$ cat src/rtl/wd_pkg.sv
// Shared definitions for the watchdog supervisor: FSM encodings and default timing.
package wd_pkg;

  typedef enum logic [1:0] {
    WD_ARM   = 2'd0,
    WD_RUN   = 2'd1,
    WD_BRAKE = 2'd2,
    WD_OFF   = 2'd3
  } wd_state_e;

  localparam logic [1:0] ST_ARM   = WD_ARM;
  localparam logic [1:0] ST_RUN   = WD_RUN;
  localparam logic [1:0] ST_BRAKE = WD_BRAKE;
  localparam logic [1:0] ST_OFF   = WD_OFF;

  localparam int ARM_CYC_DEF    = 250;
  localparam int BRAKE_HOLD_DEF = 50;

endpackage

$ cat src/rtl/wd_channel.sv
// One heartbeat monitor: synchronizer, any-edge kick detect, saturating inactivity counter.
// Latency: hb_in edge clears the counter on the 3rd clock edge; expired is combinational from flops.
// No backpressure: heartbeats are sampled every cycle.
module wd_channel #(
  parameter int CNT_W = 8
) (
  input  logic             clk_1khz,
  input  logic             rst_n,
  input  logic             hb_in,
  input  logic             ch_en,
  input  logic             hold,
  input  logic [CNT_W-1:0] timeout_reg,
  output logic             expired
);
  import wd_pkg::*;

  logic [2:0]       sync_q;
  logic [CNT_W-1:0] cnt;
  logic             kick;

  always_ff @(posedge clk_1khz or negedge rst_n) begin
    if (!rst_n) begin
      sync_q <= '0;
    end else begin
      sync_q <= {sync_q[1:0], hb_in};
    end
  end

  // Either polarity of heartbeat transition counts as a kick.
  assign kick = sync_q[1] ^ sync_q[2];

  always_ff @(posedge clk_1khz or negedge rst_n) begin
    if (!rst_n) begin
      cnt <= '0;
    end else if (hold || !ch_en || kick) begin
      cnt <= '0;
    end else if (cnt < timeout_reg) begin
      cnt <= cnt + 1'b1;
    end
  end

  // A kick in the same cycle always beats expiry.
  assign expired = (cnt == timeout_reg) && !kick;

endmodule

$ cat src/rtl/wd_supervisor.sv
// Multi-channel watchdog: arms, monitors heartbeats, then runs a latched brake -> power-off sequence.
// Latency: trip to brake_out 1 cycle, brake_out to pwr_off BRAKE_HOLD cycles, clr_req to outputs low 1 cycle.
// No backpressure: clr_req is a single-cycle request, honoured only in OFF with no enabled channel expired.
module wd_supervisor
  import wd_pkg::*;
#(
  parameter int N_CH       = 4,
  parameter int CNT_W      = 8,
  parameter int ARM_CYC    = ARM_CYC_DEF,
  parameter int BRAKE_HOLD = BRAKE_HOLD_DEF
) (
  input  logic             clk_1khz,
  input  logic             rst_n,
  input  logic [N_CH-1:0]  hb_in,
  input  logic [N_CH-1:0]  ch_en,
  input  logic [CNT_W-1:0] timeout,
  input  logic             clr_req,
  output logic             brake_out,
  output logic             pwr_off,
  output logic [N_CH-1:0]  fault_ch,
  output logic [1:0]       state
);

  localparam int AW = $clog2(ARM_CYC + 1);
  localparam int HW = $clog2(BRAKE_HOLD + 1);
  localparam logic [AW-1:0] ARM_LAST  = AW'(ARM_CYC - 1);
  localparam logic [HW-1:0] HOLD_LAST = HW'(BRAKE_HOLD - 1);

  logic [N_CH-1:0]  expired;
  logic [N_CH-1:0]  exp_mask;
  logic             trip;
  logic             arming;
  logic [AW-1:0]    arm_cnt;
  logic [HW-1:0]    hold_cnt;
  logic [CNT_W-1:0] timeout_reg;

  assign arming   = (state == ST_ARM);
  assign exp_mask = expired & ch_en;
  assign trip     = |exp_mask;

  for (genvar i = 0; i < N_CH; i++) begin : g_ch
    wd_channel #(
      .CNT_W (CNT_W)
    ) u_ch (
      .clk_1khz    (clk_1khz),
      .rst_n       (rst_n),
      .hb_in       (hb_in[i]),
      .ch_en       (ch_en[i]),
      .hold        (arming),
      .timeout_reg (timeout_reg),
      .expired     (expired[i])
    );
  end

  always_ff @(posedge clk_1khz or negedge rst_n) begin
    if (!rst_n) begin
      state       <= ST_ARM;
      arm_cnt     <= '0;
      hold_cnt    <= '0;
      timeout_reg <= CNT_W'(1);
      brake_out   <= 1'b0;
      pwr_off     <= 1'b0;
      fault_ch    <= '0;
    end else begin
      case (state)
        ST_ARM: begin
          if (arm_cnt == ARM_LAST) begin
            state   <= ST_RUN;
            arm_cnt <= '0;
            // A zero limit would expire every idle cycle; treat it as one.
            timeout_reg <= (timeout == '0) ? CNT_W'(1) : timeout;
          end else begin
            arm_cnt <= arm_cnt + 1'b1;
          end
        end
        ST_RUN: begin
          if (trip) begin
            state     <= ST_BRAKE;
            brake_out <= 1'b1;
            fault_ch  <= fault_ch | exp_mask;
            hold_cnt  <= '0;
          end
        end
        ST_BRAKE: begin
          if (hold_cnt == HOLD_LAST) begin
            state   <= ST_OFF;
            pwr_off <= 1'b1;
          end else begin
            hold_cnt <= hold_cnt + 1'b1;
          end
        end
        ST_OFF: begin
          // Recovery needs every enabled channel alive again.
          if (clr_req && !trip) begin
            state     <= ST_ARM;
            arm_cnt   <= '0;
            brake_out <= 1'b0;
            pwr_off   <= 1'b0;
            fault_ch  <= '0;
          end
        end
        default: state <= ST_ARM;
      endcase
    end
  end

endmodule
$ cat config.mk
export PLATFORM = sky130hd
export DESIGN_NAME = wd_supervisor
export DESIGN_NICKNAME = d
export VERILOG_FILES = /design/src/rtl/wd_pkg.sv /design/src/rtl/wd_channel.sv /design/src/rtl/wd_supervisor.sv
export SDC_FILE = /design/constraint.sdc
export NUM_CORES = 1
export LEC_CHECK = 0
export ABC_AREA = 1
export CELL_PAD_IN_SITES_DETAIL_PLACEMENT = 1
export CELL_PAD_IN_SITES_GLOBAL_PLACEMENT = 1
export CORE_ASPECT_RATIO = 2
export CORE_UTILIZATION = 49
export CTS_CLUSTER_DIAMETER = 100
export DETAILED_ROUTE_END_ITERATION = 10
export PLACE_DENSITY = 0.95
export SLEW_MARGIN = 20
export SYNTH_ARGS = -nofsm -noshare
export SYNTH_HDL_FRONTEND = slang
export SYNTH_HIERARCHICAL = 1
export SYNTH_SLANG_ARGS = --single-unit
$ cat constraint.sdc
create_clock -name clk_1khz -period 4.73 [get_ports clk_1khz]
set_input_delay 1.1825 -clock clk_1khz [delete_from_list [all_inputs] [get_ports clk_1khz]]
set_output_delay 1.1825 -clock clk_1khz [all_outputs]
set_load 0.01 [all_outputs]
==> flow_metrics.tcl <==
set metrics [dict create \
    port_buffers 26 \
    yosysWarnings 6 \
    synth_flop_cell "dfrtp_1" \
    cts_resized 0 \
    row_count 51 \
    antenna_found_initial 0 \
    p_leak_uw 0.00293 \
    drtPass1Iterations 4 \
    critPathMaxFanout 6 \
    yosysMostFrequentCell "nand2_1" \
    worstMarginPinSlew_ns 0.988 \
    crit_arrival_ns 2.82 \
    dieArea_sq_mm 0.0105 \
    fill_cells 1214 \
    diodes 0 \
    hold_path.class "reg -> reg" \
    finalCritPeriodShare_pct 54.0 \
    syn_avg_cell_area_sq_um 7.66 \
    cp.required_ns 5.00 \
    synth_commonest_cells "189 x nand2_1, 94 x inv_1, 73 x dfrtp_1" \
    dp.cells 800 \
    clk_pin_slew_worst_paths_ns 0.06 \
    power_density_mw_per_mm2 381 \
    final_cells 816 \
    synth_edf_count 0 \
    synth_cell_type_count 28 \
    power.share.clock_pct 35.8 \
    async_flop_share_pct 100 \
    start_util_pct 50.7 \
    numCtsBuffers 9 \
    dp_hpwl_mm 10.3 \
    synth_top_area_share_pct 36.9 \
    synth.mux.area_fraction_pct 0 \
    clock_sinks 74 \
    cts_setup_buffers 0 \
    io_pins 27 \
    start_kind "flop" \
    power.share.sequential_pct 35.7 \
    finClkSkew_ns 0.00537 \
    combPwrFrac_pct 28.5 \
    fp.dieH_microns 144 \
    dr.first_iter.drc_count 355 \
    utilization_pct 57.9 \
    drv_slew 0 \
    worst_r2r_path_depth 14 \
    drc_errors 0 \
    fmax_ghz 0.392 \
    slew_headroom_pct 34.1 \
    yosys.area_share.simple_pct 33.4 \
    largest_register "g_ch.u_ch/cnt" \
    cap_viol_max_count 0 \
    nets 743 \
    wl_mm 15.9 \
    cts.hold.buffers_added 0 \
    multi_input_area_sq_mm 0.00269 \
    fin_crit_ns 2.55 \
    ys_seq_elements 74 \
    holdPathStages 0 \
    coreArea_sq_mm 0.00976 \
    grtUsageTotal_pct 33.1 \
    synth_top_family_by_area "simple AND/OR/NAND/NOR gates" \
    swShare_pct 36.2 \
    layout-area-overhead-vs-synth_pct 14.0 \
    rsz0062_at_grt "no" \
    synth_area_leaders "dfrtp_1 37%, nand2_1 14%, ha_1 11%" \
    ir_drop_v 0.000349 \
    grt_pass1_wl_mm 26.1 \
    status "complete, no violations" \
    yosysSeqAreaShare_pct 37.4 \
    routedWlPerCell_microns 19.5 \
    critPathCaptureType "flop" \
    syn-num-nets 711 \
    ant_nets 0 \
    clkLatencyLatePin_ns 0.35 \
    reg.largest.list "g_ch.u_ch/cnt x32, g_ch.u_ch/sync_q x12" \
    cts_tree "yes" \
    grt_pass1_vias 5179 \
    p_int_uw 1380 \
    yosysTopAreaCell "dfrtp_1" \
    vias_per_cell 5.82 \
    vias 4752 \
    power.switching_uw 779 \
    cts_htree_levels 3 \
    largest_register_ffs 32 \
    finalSetupViolCount 0 \
    path_class "reg -> reg" \
    synthXorXnorAreaFrac_pct 3.01 \
    netlist_area_sq_mm 0.00495 \
    tns_ns 0 \
    hold_violations 0 \
    synth_compound_area_share_pct 6.59 \
    routabilityCongestion 0.827 \
    grt-ovfl-total 0 \
    clock_path_buffers 2 \
    synth_adder_area_share_pct 11.4 \
    netlist_instances 647 \
    grt_max_degree 75 \
    drive_gt1_share_pct 7.60 \
    cts-root-buf "clkbuf_16" \
    die_w_microns 73.1 \
    regArea_sq_mm 0.00185 \
]
==> cells by family after synthesis <==
| logic type | after synthesis |
|---|---|
| AOI/OAI and AO/OA | 58 |
| xor gates and xnor gates | 17 |
| adders and majority gates | 45 |
| buffers and inverters | 99 |
| and+or+nand+nor | 354 |
| DFF | 74 |
==> per-stage QoR <==
step / area (sq um) / worst slack (ns) / power, uW / hold slack, ns
detailed placement: 5320 / 2.00 / 1370 / 0.344
global route: 5650 / 2.03 / 2240 / 0.364
finish: 5650 / 2.18 / 2150 / 0.358
floorplan: 4950 / 2.74 / 1160 / 0.331
global placement: 5320 / 2.09 / 1320 / 0.336
CTS: 5650 / 2.21 / 2160 / 0.362
==> power groups by stage <==
| stage | logic (uW) | clock network (uW) | registers (uW) |
|---|---|---|---|
| after floorplan | 396 | 0 | 764 |
| after global placement | 550 | 0 | 769 |
| after detailed placement | 595 | 0 | 775 |
| after CTS | 615 | 775 | 766 |
| after global routing | 678 | 789 | 774 |
| final | 614 | 772 | 768 |
==> cell type report <==
cell class	instances	area share, %
well taps	132	2.92
multi-input cells	474	47.7
clock inverters	6	1.59
repair buffers	26	4.56
clock buffers	10	4.23
inverters	94	6.24
flip-flops and latches	74	32.8
==> layer usage <==
metal / vias up / GRT usage, % / routed length [microns]
li1: 2151 / - / -
met1: 2358 / 34.0 / 5760
met2: 158 / 58.6 / 8510
met3: 85 / 5.85 / 554
met4: 0 / 23.9 / 1110
met5: - / 0 / 0
==> worst max-delay path, stage by stage, from the launching register on <==
cell,delay [ns]
dfrtp_1,0.49
inv_1,0.11
ha_1,0.32
nand2_1,0.09
nor2_1,0.27
nand4_1,0.13
nor2_1,0.16
nand2_1,0.11
nand2_1,0.09
nor2_1,0.09
nand2_1,0.09
nand2_1,0.11
o21ai_1,0.25
nand2_1,0.08
o21ai_1,0.09
==> final timing paths <==
path / from / endpoint / slack [ns]
max: timeout_reg[7]$_DFFE_PN0P_ / arm_cnt[4]$_DFFE_PN0P_ / 2.18
min: g_ch[0].u_ch/sync_q[0]$_DFF_PN0_ / g_ch[0].u_ch/sync_q[1]$_DFF_PN0_ / 0.36
max reg2reg: timeout_reg[7]$_DFFE_PN0P_ / arm_cnt[4]$_DFFE_PN0P_ / 2.18
min reg2reg: g_ch[0].u_ch/sync_q[0]$_DFF_PN0_ / g_ch[0].u_ch/sync_q[1]$_DFF_PN0_ / 0.36
max in group asynchronous: rst_n / g_ch[3].u_ch/sync_q[2]$_DFF_PN0_ / 3.08
min in group asynchronous: rst_n / g_ch[0].u_ch/cnt[5]$_DFFE_PN0P_ / 0.99
==> layout by cell type (no fill, tap or decap), drive strengths merged <==
| cell type | netlist | routed |
|---|---|---|
| a21o | 4 | 4 |
| a21oi | 18 | 18 |
| a31o | 1 | 1 |
| buf | 5 | 1 |
| bufinv | 0 | 2 |
| clkbuf | 0 | 10 |
| clkdlybuf4s50 | 0 | 25 |
| clkinv | 0 | 3 |
| clkinvlp | 0 | 1 |
| dfrtp | 73 | 73 |
| dfstp | 1 | 1 |
| ha | 45 | 45 |
| inv | 94 | 94 |
| nand2 | 204 | 204 |
| nand3 | 51 | 51 |
| nand3b | 6 | 6 |
| nand4 | 30 | 30 |
| nor2 | 57 | 57 |
| nor3 | 5 | 5 |
| o21ai | 26 | 26 |
| o21bai | 6 | 6 |
| o22ai | 3 | 3 |
| or2 | 1 | 1 |
| xnor2 | 1 | 1 |
| xor2 | 16 | 16 |
(Power assumes the default switching activity.)
